===== src/rtl/bitcoin_pkg.sv =====
// bitcoin_pkg: shared scanner state type, report-word layout and hasher defaults
package bitcoin_pkg;
  localparam int DEF_NUM_NONCES = 16;
  localparam int FOUND_BIT = 31;
  localparam int NONCE_LSB = 16;
  localparam int COUNT_LSB = 0;
  typedef enum logic [2:0] {IDLE, PRIME, SCAN, REPORT, WRITE, WRITE2} scan_state_e;
  function automatic logic [31:0] report_word(input logic f, input logic [7:0] n, input logic [7:0] c);
    report_word = '0;
    report_word[FOUND_BIT] = f;
    report_word[NONCE_LSB+:8] = n;
    report_word[COUNT_LSB+:8] = c;
  endfunction
endpackage


===== src/rtl/nonce_result_scanner_if.sv =====
// nonce_result_scanner_if: shared-memory port between the scanner and the memory
interface nonce_result_scanner_if;
  logic        mem_clk;
  logic        mem_we;
  logic [15:0] mem_addr;
  logic [31:0] mem_write_data;
  logic [31:0] mem_read_data;
  modport master(output mem_clk, mem_we, mem_addr, mem_write_data, input mem_read_data);
  modport slave(input mem_clk, mem_we, mem_addr, mem_write_data, output mem_read_data);
endinterface


===== src/rtl/nonce_result_scanner_compare.sv =====
// hash_compare_acc: strict unsigned hash<target compare with hit count, first hit and optional minimum (MIN_HASH_TRACK_EN)
module hash_compare_acc #(
  parameter int CNT_W = 8
) (
  input  logic             clk,
  input  logic             reset_n,
  input  logic             i_clear,
  input  logic             i_cap,
  input  logic [CNT_W-1:0] i_idx,
  input  logic [31:0]      i_data,
  input  logic [31:0]      i_target,
  output logic [CNT_W-1:0] o_first,
  output logic [CNT_W-1:0] o_count,
`ifdef MIN_HASH_TRACK_EN
  output logic [31:0]      o_min_hash,
  output logic [CNT_W-1:0] o_min_nonce,
`endif
  output logic             o_found
);
  logic             r_found;
  logic [CNT_W-1:0] r_first;
  logic [CNT_W-1:0] r_count;
  logic             w_hit;
  assign w_hit   = i_data < i_target;
  assign o_found = r_found;
  assign o_first = r_first;
  assign o_count = r_count;
  // count hits and remember the earliest hit index
  always_ff @(posedge clk or negedge reset_n)
    if (!reset_n) begin
      r_found <= 1'b0;
      r_first <= '0;
      r_count <= '0;
    end else if (i_clear) begin
      r_found <= 1'b0;
      r_first <= '0;
      r_count <= '0;
    end else if (i_cap && w_hit) begin
      r_count <= r_count + CNT_W'(1);
      if (!r_found) begin
        r_first <= i_idx;
        r_found <= 1'b1;
      end
    end
`ifdef MIN_HASH_TRACK_EN
  logic [31:0]      r_min_hash;
  logic [CNT_W-1:0] r_min_nonce;
  assign o_min_hash  = r_min_hash;
  assign o_min_nonce = r_min_nonce;
  // strict less-than so ties keep the earlier nonce
  always_ff @(posedge clk or negedge reset_n)
    if (!reset_n) begin
      r_min_hash  <= '1;
      r_min_nonce <= '0;
    end else if (i_clear) begin
      r_min_hash  <= '1;
      r_min_nonce <= '0;
    end else if (i_cap && i_data < r_min_hash) begin
      r_min_hash  <= i_data;
      r_min_nonce <= i_idx;
    end
`endif
endmodule


===== src/rtl/nonce_result_scanner.sv =====
// nonce_result_scanner: scans NUM_NONCES hash words against a target and writes a report word (MIN_HASH_TRACK_EN adds min tracking)
module nonce_result_scanner import bitcoin_pkg::*; #(
  parameter int NUM_NONCES = DEF_NUM_NONCES,
  parameter int CNT_W      = 8
) (
  input  logic             clk,
  input  logic             reset_n,
  input  logic             start,
  input  logic [15:0]      result_addr,
  input  logic [15:0]      report_addr,
  input  logic [31:0]      target,
  output logic             done,
  output logic             found,
  output logic [CNT_W-1:0] first_nonce,
  output logic [CNT_W-1:0] valid_count,
`ifdef MIN_HASH_TRACK_EN
  output logic [31:0]      min_hash,
  output logic [CNT_W-1:0] min_nonce,
`endif
  nonce_result_scanner_if.master mem
);
  scan_state_e      r_state;
  logic [15:0]      r_report_addr;
  logic [31:0]      r_target;
  logic [CNT_W-1:0] r_idx;
  logic             r_done;
  logic             r_we;
  logic [15:0]      r_addr;
  logic [31:0]      r_wdata;
  logic             w_clear;
  logic             w_cap;
  assign w_clear            = r_state == IDLE && start;
  assign w_cap              = r_state == SCAN;
  assign done               = r_done;
  assign mem.mem_clk        = clk;
  assign mem.mem_we         = r_we;
  assign mem.mem_addr       = r_addr;
  assign mem.mem_write_data = r_wdata;
  hash_compare_acc #(.CNT_W(CNT_W)) u_acc (
    .clk        (clk),
    .reset_n    (reset_n),
    .i_clear    (w_clear),
    .i_cap      (w_cap),
    .i_idx      (r_idx),
    .i_data     (mem.mem_read_data),
    .i_target   (r_target),
    .o_first    (first_nonce),
    .o_count    (valid_count),
`ifdef MIN_HASH_TRACK_EN
    .o_min_hash (min_hash),
    .o_min_nonce(min_nonce),
`endif
    .o_found    (found)
  );
  // read pipeline: address leads captured data by two edges, so PRIME issues the second address
  always_ff @(posedge clk or negedge reset_n)
    if (!reset_n) begin
      r_state       <= IDLE;
      r_report_addr <= '0;
      r_target      <= '0;
      r_idx         <= '0;
      r_done        <= 1'b0;
      r_we          <= 1'b0;
      r_addr        <= '0;
      r_wdata       <= '0;
    end else
      case (r_state)
        IDLE: if (start) begin
          r_report_addr <= report_addr;
          r_target      <= target;
          r_idx         <= '0;
          r_done        <= 1'b0;
          r_we          <= 1'b0;
          r_addr        <= result_addr;
          r_state       <= PRIME;
        end
        PRIME: begin
          r_addr  <= r_addr + 16'd1;
          r_state <= SCAN;
        end
        SCAN: begin
          r_addr  <= r_addr + 16'd1;
          r_idx   <= r_idx + CNT_W'(1);
          r_state <= r_idx == CNT_W'(NUM_NONCES - 1) ? REPORT : SCAN;
        end
        REPORT: begin
          r_we    <= 1'b1;
          r_addr  <= r_report_addr;
          r_wdata <= report_word(found, 8'(first_nonce), 8'(valid_count));
          r_state <= WRITE;
        end
`ifdef MIN_HASH_TRACK_EN
        WRITE: begin
          r_addr  <= r_report_addr + 16'd1;
          r_wdata <= min_hash;
          r_state <= WRITE2;
        end
        WRITE2: begin
          r_we    <= 1'b0;
          r_done  <= 1'b1;
          r_state <= IDLE;
        end
`else
        WRITE: begin
          r_we    <= 1'b0;
          r_done  <= 1'b1;
          r_state <= IDLE;
        end
`endif
        default: r_state <= IDLE;
      endcase
endmodule


===== src/flat_wrapper.sv =====
// flat-port wrapper written by rule: the top's interface ports become plain ports
module nonce_result_scanner_flat import bitcoin_pkg::*;
#(
  parameter int NUM_NONCES = DEF_NUM_NONCES,
  parameter int CNT_W      = 8
)
  (clk, reset_n, start, result_addr, report_addr, target, done, found, first_nonce, valid_count, mem_mem_clk, mem_mem_we, mem_mem_addr, mem_mem_write_data, mem_mem_read_data);
  nonce_result_scanner_if mem_i ();
  input  logic clk;
  input  logic reset_n;
  input  logic start;
  input  logic [15:0] result_addr;
  input  logic [15:0] report_addr;
  input  logic [31:0] target;
  output logic done;
  output logic found;
  output logic [CNT_W-1:0] first_nonce;
  output logic [CNT_W-1:0] valid_count;
  output wire logic [$bits(mem_i.mem_clk)-1:0] mem_mem_clk;
  output wire logic [$bits(mem_i.mem_we)-1:0] mem_mem_we;
  output wire logic [$bits(mem_i.mem_addr)-1:0] mem_mem_addr;
  output wire logic [$bits(mem_i.mem_write_data)-1:0] mem_mem_write_data;
  input wire logic [$bits(mem_i.mem_read_data)-1:0] mem_mem_read_data;
  assign mem_mem_clk = mem_i.mem_clk;
  assign mem_mem_we = mem_i.mem_we;
  assign mem_mem_addr = mem_i.mem_addr;
  assign mem_mem_write_data = mem_i.mem_write_data;
  assign mem_i.mem_read_data = mem_mem_read_data;
  nonce_result_scanner #(.NUM_NONCES(NUM_NONCES), .CNT_W(CNT_W)) u_core (.clk(clk), .reset_n(reset_n), .start(start), .result_addr(result_addr), .report_addr(report_addr), .target(target), .done(done), .found(found), .first_nonce(first_nonce), .valid_count(valid_count), .mem(mem_i));
endmodule

===== config.mk =====
export PLATFORM = sky130hd
export DESIGN_NAME = nonce_result_scanner_flat
export DESIGN_NICKNAME = d
export VERILOG_FILES = /design/src/rtl/bitcoin_pkg.sv /design/src/rtl/nonce_result_scanner_if.sv /design/src/rtl/nonce_result_scanner_compare.sv /design/src/rtl/nonce_result_scanner.sv /design/src/flat_wrapper.sv
export SDC_FILE = /design/constraint.sdc
export NUM_CORES = 1
export LEC_CHECK = 0
export ABC_AREA = 1
export CELL_PAD_IN_SITES_DETAIL_PLACEMENT = 0
export CELL_PAD_IN_SITES_GLOBAL_PLACEMENT = 2
export CORE_UTILIZATION = 30
export CTS_CLUSTER_DIAMETER = 40
export DETAILED_ROUTE_END_ITERATION = 7
export PLACE_DENSITY_LB_ADDON = 0.1
export SLEW_MARGIN = 20
export SYNTH_ARGS = -nofsm -noshare
export SYNTH_HDL_FRONTEND = slang
export SYNTH_SLANG_ARGS = --single-unit
export TNS_END_PERCENT = 20

===== constraint.sdc =====
create_clock -name clk -period 4.3 [get_ports clk]
set_clock_uncertainty 0.2 [all_clocks]
set_input_delay 1.29 -clock clk [delete_from_list [all_inputs] [get_ports clk]]
set_output_delay 1.29 -clock clk [all_outputs]
set_load 0.05 [all_outputs]

==> metrics.txt <==
Hold Buf Count CTS=0; post-route ant nets=0; Setup WS pre-CTS=-0.01209 ns; Worst Max-Slew Pin Slew=0.8724 ns; pin count of the biggest net entering global routing=approximately 70; hold crit path type=flip-flop to flip-flop; Vias/cell=around 4.5; top cell type's share of synthesized area=between 40% and 50%; Final WS setup=slightly below 0.2 ns; slowest stage delay, CP=0.22 ns; placer congestion estimate=a little under 0.8; Max-Cap Viols=0; synth top area cells=dfrtp_1 (46%), nand2_1 (12%), ha_1 (7.1%); crit path buf inv count=3; initial antenna violation count=1; Core ar.=0.01959 mm²; Rows=51; Initial Util=between 30% and 40%; placed cell count=about 1100; Die Height=approximately 140 µm; CP Max Fanout=2; worst path required time=between 2 and 3 ns; Leakage=~0.0038 µW; Ant. Diodes=0; dominant synthesized flop cell=dfrtp_1; Slowest-stage cell, CP=clkbuf_2; Yosys top cell by area=dfrtp_1; Worst IR Drop VDD=just over 0.0004 V; post-synthesis sequential area ratio=46.06%; Unique masters post-synth=45; total power draw=between 5000 and 6000 µW; Remaining Overflow, GRT=0; postcts setup bufs=0; Post-Syn Area per Cell=around 8.5 µm²; critical-path cell list=clkbuf_16 > clkbuf_16 > clkbuf_2; Syn-to-layout area delta=33.40%; Crit. End Element=output port; drt first-iter violations=approximately 230; post-route insts no fill=1125; die area=0.02067 mm²; DR pass1 iterations=4; Mapped Area=just over 0.006 mm²; Final Max Tran Viols=0; layout filler cell count=slightly below 2000; WL/cell=around 14 µm; Worst EP arrival=around 2.6 ns; Die X=around 140 µm; Startpoint Class=clock port; # IOs=167; detailed-route via count=roughly 5000; Detail Placement HPWL=~12 mm; endpoints failing setup=0; post-cts sizing count=1; Reg2Reg Setup Slack=about 2.1 ns; DRC viols=0; delay-heaviest family, CP=buffers and inverters; WS Path Type=clock port to output port; Async S/R FF share, synth=100.0%; RSZ-0062 raised after global routing=no; endpoints failing hold=0; PD cells=roughly 700 mW/mm²; Post-synth EDFFs=0; TritonCTS clock tree=done; final wirelength=16.19 mm; register bit total from synthesis=about 110; count leader, synth=nand2_1; proportion of layout cells with a drive suffix above 1=7.326%; first-pass GRT wire length=around 26 mm; synth cell count leaders=nand2_1 (186), dfrtp_1 (111), inv_1 (74); Total GRT Usage=between 10% and 20%; Ys Warns=0; number of global-route vias before repair=5059; status=completed; Synth Instances=approximately 710; Skew-Pair Late Insertion Delay=around 0.47 ns; Worst-path clk slew=roughly 0.08 ns; Rel. slew slack=between 40% and 50%; # nets final=slightly below 1000; count of input and output buffers=151; most used cell, CP=clkbuf_16
-- flip-flops by register name, summed over array words and instances (netlist names) --
name / cells
u_core.done: 1
u_core.mem.mem_addr: 16
u_core.mem.mem_we: 1
u_core.mem.mem_write_data: 17
u_core.r_idx: 8
u_core.r_report_addr: 16
u_core.r_state: 3
u_core.r_target: 32
u_core.u_acc.o_count: 8
u_core.u_acc.o_first: 8
u_core.u_acc.o_found: 1
-- path summary, 6_finish.rpt --
path,start,end,cells past startpoint
min in group asynchronous,reset_n,u_core.mem.mem_addr[7]$_DFFE_PN0P_,1
hold / removal,u_core.mem.mem_write_data[16]$_DFFE_PN0P_,u_core.mem.mem_write_data[16]$_DFFE_PN0P_,2
setup / recovery,clk,mem_mem_clk,3
hold reg to reg,u_core.mem.mem_write_data[16]$_DFFE_PN0P_,u_core.mem.mem_write_data[16]$_DFFE_PN0P_,2
setup reg to reg,u_core.r_state[2]$_DFFE_PN0P_,u_core.u_acc.o_count[6]$_DFFE_PN0P_,8
max in group asynchronous,reset_n,u_core.r_target[6]$_DFFE_PN0P_,2
-- metrics by stage --
step           utilization [%]  hold WS [ns]  setup TNS (ns)  cell area (µm²)
2_1_floorplan                -        0.2422               0             6083
5_1_grt                  41.07        0.3054               0             8045
4_1_cts                  41.09        0.2786               0             8049
3_3_place_gp             39.23        0.2537        -0.01209             7685
3_5_place_dp             39.23        0.2593        -0.01209             7685
6_report                 41.07        0.2759               0             8045
-- tightest hold or removal path: stages (launching register included) --
cell and delay (ns):
dfrtp_1 0.35, nand2_1 0.06, nand2_1 0.04
-- kinds of logic after synthesis --
logic type	Yosys count	share of synthesized area (%)
compound gates	129	11.93
fa+ha+maj	34	7.054
xor+xnor	5	0.7261
simple gates	307	24.29
other cells	1	0.06218
buf+inv	126	9.875
flops	111	46.06
-- layout by cell type (no fill, tap or decap), types with 2 or more instances in the layout --
cell,count
a22oi_1,10
nand3_1,34
nor2_4,5
nand4_1,16
clkbuf_16,12
nand2_4,3
clkdlybuf4s50_1,149
dfrtp_1,111
nor2_2,4
nand3_2,3
xor2_1,4
nand2_1,186
o21ai_0,50
nand2_2,2
o21a_1,2
buf_4,7
a31oi_1,7
inv_2,8
o21ai_1,20
conb_1,15
inv_6,3
nand3_4,2
clkinv_4,2
nor2_8,3
ha_1,34
o22ai_1,2
a21oi_1,31
inv_1,74
nor3_1,6
nor2_1,36
-- power by group --
part	internal, µW	switching [µW]	leakage (µW)
logic	949	1860	0.00215
registers	1460	287	0.00142
clock network	543	477	0.000181
total	2950	2620	0.00375
-- layout make-up --
type                    instances  area, µm²  area share [%]
clock buffers                  14      319.1           3.966
clock inverters                 6      51.30          0.6376
inverters                      83      311.5           3.872
multi-input cells             490       2710           33.69
flip-flops and latches        111       2778           34.53
well taps                     265      331.6           4.121
repair buffers                156       1544           19.19
-- per-layer routing --
metal / track usage, % / vias up / part of all wire (%)
met5: 0 / - / 0.093
met4: 6.215 / 2 / 1.5
met3: 3.466 / 19 / 5.3
met2: 28.00 / 140 / 48
met1: 20.53 / 2366 / 46
li1: - / 2580 / -
Note: power is estimated with default switching activity, not from simulation.
